### config.mk
export PLATFORM = sky130hd
export DESIGN_NAME = fetch_buffer
export DESIGN_NICKNAME = d
export VERILOG_FILES = /design/src/rtl/fetch_buffer.sv
export SDC_FILE = /design/constraint.sdc
export NUM_CORES = 1
export LEC_CHECK = 0
export ABC_AREA = 1
export CAP_MARGIN = 5
export CORE_MARGIN = 2
export CORE_UTILIZATION = 45
export CTS_CLUSTER_DIAMETER = 40
export CTS_CLUSTER_SIZE = 10
export DETAILED_ROUTE_END_ITERATION = 8
export DONT_BUFFER_PORTS = 1
export GPL_ROUTABILITY_DRIVEN = 0
export SLEW_MARGIN = 20
export SYNTH_ARGS = -nofsm -noshare
export SYNTH_HDL_FRONTEND = slang
export SYNTH_SLANG_ARGS = --single-unit
### constraint.sdc
create_clock -name clk_i -period 5.9 [get_ports clk_i]
set_clock_uncertainty 0.1 [all_clocks]
set_input_delay 1.475 -clock clk_i [delete_from_list [all_inputs] [get_ports clk_i]]
set_output_delay 1.475 -clock clk_i [all_outputs]
set_load 0.03 [all_outputs]
### src/rtl/fetch_buffer.sv
// rtl/fetch_buffer.sv - prefetch queue of {pc, instruction} pairs between fetch and decode (option: FETCH_BUFFER_BYPASS_EN)

package sp_pkg;
    parameter int ADDR_WIDTH = 32;
    parameter int DATA_WIDTH = 32;
endpackage

module fetch_buffer #(
    parameter int DEPTH      = 4,
    parameter int ADDR_WIDTH = sp_pkg::ADDR_WIDTH,
    parameter int DATA_WIDTH = sp_pkg::DATA_WIDTH
) (
    input  logic                       clk_i,
    input  logic                       arst_ni,
    input  logic                       flush_i,
    input  logic                       in_valid_i,
    input  logic [ADDR_WIDTH-1:0]      in_pc_i,
    input  logic [DATA_WIDTH-1:0]      in_instr_i,
    output logic                       in_ready_o,
    output logic                       out_valid_o,
    output logic [ADDR_WIDTH-1:0]      out_pc_o,
    output logic [DATA_WIDTH-1:0]      out_instr_o,
    input  logic                       out_ready_i,
    output logic [$clog2(DEPTH):0]     count_o,
    output logic                       full_o,
    output logic                       empty_o
);

    localparam int PTR_W = $clog2(DEPTH);
    localparam int CNT_W = $clog2(DEPTH) + 1;
    localparam logic [CNT_W-1:0] DEPTH_C = CNT_W'(DEPTH);

    logic [ADDR_WIDTH-1:0] pc_mem    [DEPTH];
    logic [DATA_WIDTH-1:0] instr_mem [DEPTH];

    logic [PTR_W-1:0] wr_ptr;
    logic [PTR_W-1:0] rd_ptr;
    logic [CNT_W-1:0] count;

    logic full;
    logic empty;
    logic wr_en;
    logic rd_en;

    assign full       = (count == DEPTH_C);
    assign empty      = (count == '0);
    assign full_o     = full;
    assign empty_o    = empty;
    assign count_o    = count;
    // Ready comes from registered occupancy only, so a full buffer refuses a push
    // even while decode is popping in the same cycle.
    assign in_ready_o = !full;

`ifdef FETCH_BUFFER_BYPASS_EN
    logic bypass;

    assign bypass      = empty && in_valid_i && !flush_i;
    assign out_valid_o = bypass || (!empty && !flush_i);
    assign out_pc_o    = bypass ? in_pc_i :
                         (out_valid_o ? pc_mem[rd_ptr] : '0);
    assign out_instr_o = bypass ? in_instr_i :
                         (out_valid_o ? instr_mem[rd_ptr] : '0);
    // A bypassed pair taken by decode straight away never touches storage.
    assign wr_en       = in_valid_i && !full && !flush_i && !(bypass && out_ready_i);
    assign rd_en       = out_valid_o && out_ready_i && !empty;
`else
    assign out_valid_o = !empty && !flush_i;
    assign out_pc_o    = out_valid_o ? pc_mem[rd_ptr]    : '0;
    assign out_instr_o = out_valid_o ? instr_mem[rd_ptr] : '0;
    assign wr_en       = in_valid_i && !full && !flush_i;
    assign rd_en       = out_valid_o && out_ready_i;
`endif

    // Storage write; contents are don't-care until covered by count, so no reset.
    always_ff @(posedge clk_i) begin
        if (wr_en) begin
            pc_mem[wr_ptr]    <= in_pc_i;
            instr_mem[wr_ptr] <= in_instr_i;
        end
    end

    // Pointer and occupancy tracking; flush overrides any push or pop that cycle.
    always_ff @(posedge clk_i or negedge arst_ni) begin
        if (!arst_ni) begin
            wr_ptr <= '0;
            rd_ptr <= '0;
            count  <= '0;
        end else if (flush_i) begin
            wr_ptr <= '0;
            rd_ptr <= '0;
            count  <= '0;
        end else begin
            if (wr_en) begin
                wr_ptr <= wr_ptr + PTR_W'(1);
            end
            if (rd_en) begin
                rd_ptr <= rd_ptr + PTR_W'(1);
            end
            case ({wr_en, rd_en})
                2'b10:   count <= count + CNT_W'(1);
                2'b01:   count <= count - CNT_W'(1);
                default: count <= count;
            endcase
        end
    end

endmodule

=== Word level (Yosys, flattened, before mapping) ===
Memories as Yosys holds them, arrays and structs flattened.
Cells that the tools add are included.

* Bits in registers: 7
* Bits in writable memories: 256
* Bits of input ports: 69
* Output and inout port bits: 71
* Memories: 2

* Add/subtract/negate cells: 4
* Equality and inequality tests: 3
* Multiplexer cells: 10
* Reductions and logical operators: 11

{| class="wikitable"
|+ Memory list
! name !! depth !! bits a word !! read ports !! clocked after memory_dff !! wr ports !! RTL line !! source
|-
| instr_mem || 4 || 32 || 1 || 0 || 1 || 34 || <nowiki>logic [DATA_WIDTH-1:0] instr_mem [DEPTH];</nowiki>
|-
| pc_mem || 4 || 32 || 1 || 0 || 1 || 33 || <nowiki>logic [ADDR_WIDTH-1:0] pc_mem [DEPTH];</nowiki>
|}

{| class="wikitable"
|+ Operator list
! operator !! count
|-
| $mux W32 || 2
|-
| $mux W2 || 4
|-
| $pmux W3 S2 || 1
|-
| $add A2 B1 Y2 const B || 2
|-
| $logic_and A1 B1 Y1 || 4
|-
| $reduce_bool A2 Y1 || 2
|-
| $add A3 B1 Y3 const B || 1
|-
| $eq A3 B3 Y1 const B || 1
|-
| $logic_not A1 Y1 || 3
|-
| $logic_not A3 Y1 || 1
|-
| $mux W3 || 1
|-
| $reduce_bool A3 Y1 || 1
|-
| $sub A3 B1 Y3 const B || 1
|-
| $eq A2 B1 Y1 const B || 1
|-
| $eq A2 B2 Y1 const B || 1
|-
| $mux W1 || 2
|}

=== Longest topological paths before layout ===
* Depth after elaboration: 7
* Mapped depth: 12
* Gate-level depth less buffers: 12

=== Least setup slack after synthesis ===
OpenSTA, ideal clock, no wires.

* Path type: input -> register
* Start: in in_valid_i
* End: mem instr_mem[0][0] (enable)
* Library setup time: 0.486 ns
* Data arrival time: 4.459 ns
* Required time: 5.314 ns
* Path slack: 0.855 ns
* Cell stages on the path: 4
* Cell sequence: nand2_2 > nor2_1 > inv_1 > nor2_1

* Word-level cells in the longest chain between the ends: 4

{| class="wikitable"
|+ RTL lines
! element !! RTL line !! source
|-
| start, declared || 16 || <nowiki>input logic in_valid_i,</nowiki>
|-
| $logic_and A1 B1 Y1 (2 in a row) || 70 || <nowiki>assign wr_en = in_valid_i && !full && !flush_i;</nowiki>
|-
| $mux W1 || 76 || <nowiki>if (wr_en) begin</nowiki>
|-
| $mux W1 (not written as such) || 78 || <nowiki>instr_mem[wr_ptr] <= in_instr_i;</nowiki>
|-
| end, declared || 34 ||
|}

No other way between the ends.

=== Worst setup path in the final report ===
* Start: reg rd_ptr[0]
* End: out out_pc_o[5]

* Word-level cells in the longest chain between the ends: 2

{| class="wikitable"
|+ RTL lines
! element !! RTL line !! source
|-
| start, declared || 37 || <nowiki>logic [PTR_W-1:0] rd_ptr;</nowiki>
|-
| start signal, assigned || 97 || <nowiki>rd_ptr <= rd_ptr + PTR_W'(1);</nowiki>
|-
| $mem_v2 Z4 W32 || - ||
|-
| $mux W32 || 68 || <nowiki>assign out_pc_o = out_valid_o ? pc_mem[rd_ptr] : '0;</nowiki>
|-
| end, declared || 21 || <nowiki>output logic [ADDR_WIDTH-1:0] out_pc_o,</nowiki>
|}

No other way between the ends.

==> results.md <==
* # nets final at about 910
* PostCTS Resize Cnt at 0
* Xor/xnor share of the synthesized area at 0.0008409
* Register area at 7868 µm²
* WL final at 21.35 mm
* Post-Synth Adder-Cell Area at 0.006728
* Met2 wire length at 10.76 mm
* Area delta synth->final at 13.65%
* Die H at 156.1 µm
* First-pass GRT wire length at 32.37 mm
* CTS max path bufs at 3
* Clk slew on worst S/H paths at 50 ps
* Max incr delay on CP at 1100 ps
* Sequential-to-total area share from yosys stat at 0.7549
* Largest net degree at the start of global routing at 90
* WP data arrival at 3120 ps
* CTS tree: done
* Crit path launch type: flip-flop
* Setup slack at placement at approximately 1200 ps
* Initial core utilization at 0.4586
* # diodes at 0
* Ys async rst share at 0.02662
* Area after DPL at ~11000 µm²
* Least-Margin Pin Slew at approximately 1000 ps
* RSZ-0062 raised after global routing: no
* Die area at 24380 µm²
* DR top layer: met4
* Final worst setup slack at 1204 ps
* Drt drc at 0
* Max Freq at 212.9 MHz
* Post-cts hold buffer count at 0
* Number of max-cap violations at 0
* Share of layout cells above drive strength 1 at 0.09507
* Compound-Gate Fraction of Synth Area at 0.09659
* Setup-failing EPs final at 0
* Worst setup EP type: output port
* Critical-path maximum fanout at 89
* Final Cycle Share at 0.7960
* M1 WL at 8.815 mm
* Routed vias/inst at ~5.3
* Hold slack final at 549.7 ps
* IO buf count at 0
* Cell Rows at 55
* CTS root buffer: clkbuf_16
* Antenna Nets Post-Route at 0
* Via count at 6001
* Synth Area in Simple Gates at 0.1061
* Crit-path cells: buf_4 > nor2_1 > nor2_1 > o21ai_0 > a21oi_1
* Initial antenna violation count at 0
* Worst min path class: reg -> reg
* DR iter-0 viols at around 330
* Syn Nets at a little under 900
* H-tree levels at 2
* WS Path Type: reg -> out
* Number of register bits inferred by synthesis at 263
* Num ports at 140
* Core Region at between 20000 and 25000 µm²
* Fillers at around 1900
* Worst EP required at 4320 ps
* Cell mode on critical path: nor2_1
* Routed wire per std cell at 18.77 µm
* Power, Total at 5.508 mW
* Postcts setup bufs at 0
* Cell Pwr Density at 465.4 nW/µm²
* Post-synth EDFFs at between 200 and 300
* Slew Limit Headroom at 0.3077
* Slowest-stage cell, CP: dfrtp_4
* Gr ovfl total at 0
* Max Transition Viols Final at 0
* Detailed placer's ending HPWL at 11.75 mm
* Status: completed
* Maximum vdd drop at roughly 0.29 mV
* Die Wd at 156.1 µm
* Drt pass-1 iters at 4
* Clock Sinks at 263
* Largest cells by area after synthesis: edfxtp_1 74%, nor2_1 9.4%, o21ai_0 6.3%
* Leakage at 4.027 nW
* Synth Area per Inst at 12.70 µm²
* CTS buffer count at 36
* Routed met3 length at 1.374 mm
* Largest family of logic cells by synthesized area: simple AND/OR/NAND/NOR gates
* Synth Flop Type: edfxtp_1
* Mapped cell area at 10410 µm²
* Fin crit period at 4696 ps
* Area fraction of the dominant cell type after synthesis at 0.7381
* Yosys cell types at 23
* Vias in the first global route at 5967
* Mapped Cells at 820
* GRT Total Usage at 0.1747
* Worst skew pair latency at 490 ps
* Final hold vios at 0
* Final instance area at 11840 µm²
* Mux contribution to synthesized area at 0
* Synthesis Warnings at 0
* Multi-input gate area at between 2000 and 2500 µm²
* Area leader, netlist: edfxtp_1
* Fin Setup TNS at 0 ps
-- sequential cells by signal, indices dropped and copies added, names as in the netlist --
name	flops
instr_mem	128
rd_ptr	2
wr_ptr	2
count_o	3
pc_mem	128
-- path summary, 6_finish.rpt --
| check | start | endpoint | slack, ps | cells past startpoint |
|---|---|---|---|---|
| max | rd_ptr[0] | out_pc_o[5] | 1200 | 5 |
| min | wr_ptr[1] | wr_ptr[1] | 550 | 2 |
| max reg2reg | count_o[0] | instr_mem[3][23] | 2910 | 7 |
| min reg2reg | wr_ptr[1] | wr_ptr[1] | 550 | 2 |
| max in group asynchronous | arst_ni | rd_ptr[0] | 5040 | 0 |
| min in group asynchronous | arst_ni | rd_ptr[0] | 580 | 0 |
-- logic make-up after synthesis --
family	count (synthesis)
flops	263
buf+inv	64
compound gates	199
xor+xnor	1
simple gates	288
fa+ha+maj	5
-- worst max-delay path, delay by kind of cell, from the launching register on --
kind	cells	cell delay [ps]
DFF	1	1100
AOI/OAI and AO/OA	2	720
buffers and inverters	1	550
and+or+nand+nor	2	190
-- synthesized netlist by cell type, types with 3 or more instances --
| cell | number |
|---|---|
| buf_2 | 11 |
| edfxtp_1 | 256 |
| nand2_2 | 3 |
| clkbuf_1 | 20 |
| dfrtp_1 | 7 |
| inv_2 | 3 |
| o21ai_0 | 131 |
| a21oi_1 | 65 |
| nand2_1 | 20 |
| ha_1 | 4 |
| nor2_1 | 261 |
| buf_6 | 14 |
| inv_1 | 14 |
-- final cells by class --
type | count | share of cell area
Multi-Input combinational cell | 493 | 0.1875
Timing Repair Buffer | 20 | 0.01860
Clock buffer | 47 | 0.08319
Tap cell | 285 | 0.03013
Inverter | 17 | 0.005497
Sequential cell | 263 | 0.6647
Clock inverter | 12 | 0.01036
-- placed cells by master, fill, tap and decap left out, types with 3 or more instances in the layout --
cell type,synthesis,routed
a21oi_1,65,65
buf_12,0,4
buf_4,1,15
clkbuf_1,20,9
clkbuf_16,0,38
clkinv_1,0,5
clkinv_2,0,3
dfrtp_1,7,5
edfxtp_1,256,256
ha_1,4,4
inv_1,14,14
nand2_1,20,20
nand2_2,3,3
nor2_1,261,257
nor2_4,1,5
o21ai_0,131,131
-- power by group --
group          internal [mW]  total [mW]  leakage, nW  switching [mW]
Clock                   1.26        1.98        0.539           0.726
Sequential              2.17        2.31         2.41           0.134
Combinational          0.276        1.22         1.07           0.943
Total                   3.70        5.51         4.03            1.80
-- per-layer routing --
layer	GRT usage	vias up
li1	-	2920
met2	0.3064	171
met5	0	-
met1	0.2087	2875
met3	0.04639	35
met4	0.06116	0
-- through the flow --
step                      std cells  utilization
final                          1137       0.5212
after global routing           1137       0.5212
after CTS                      1137       0.5212
after detailed placement       1078       0.4725
after global placement         1077       0.4712
after floorplan                 820            -
Power figures use the tool's default switching activity.
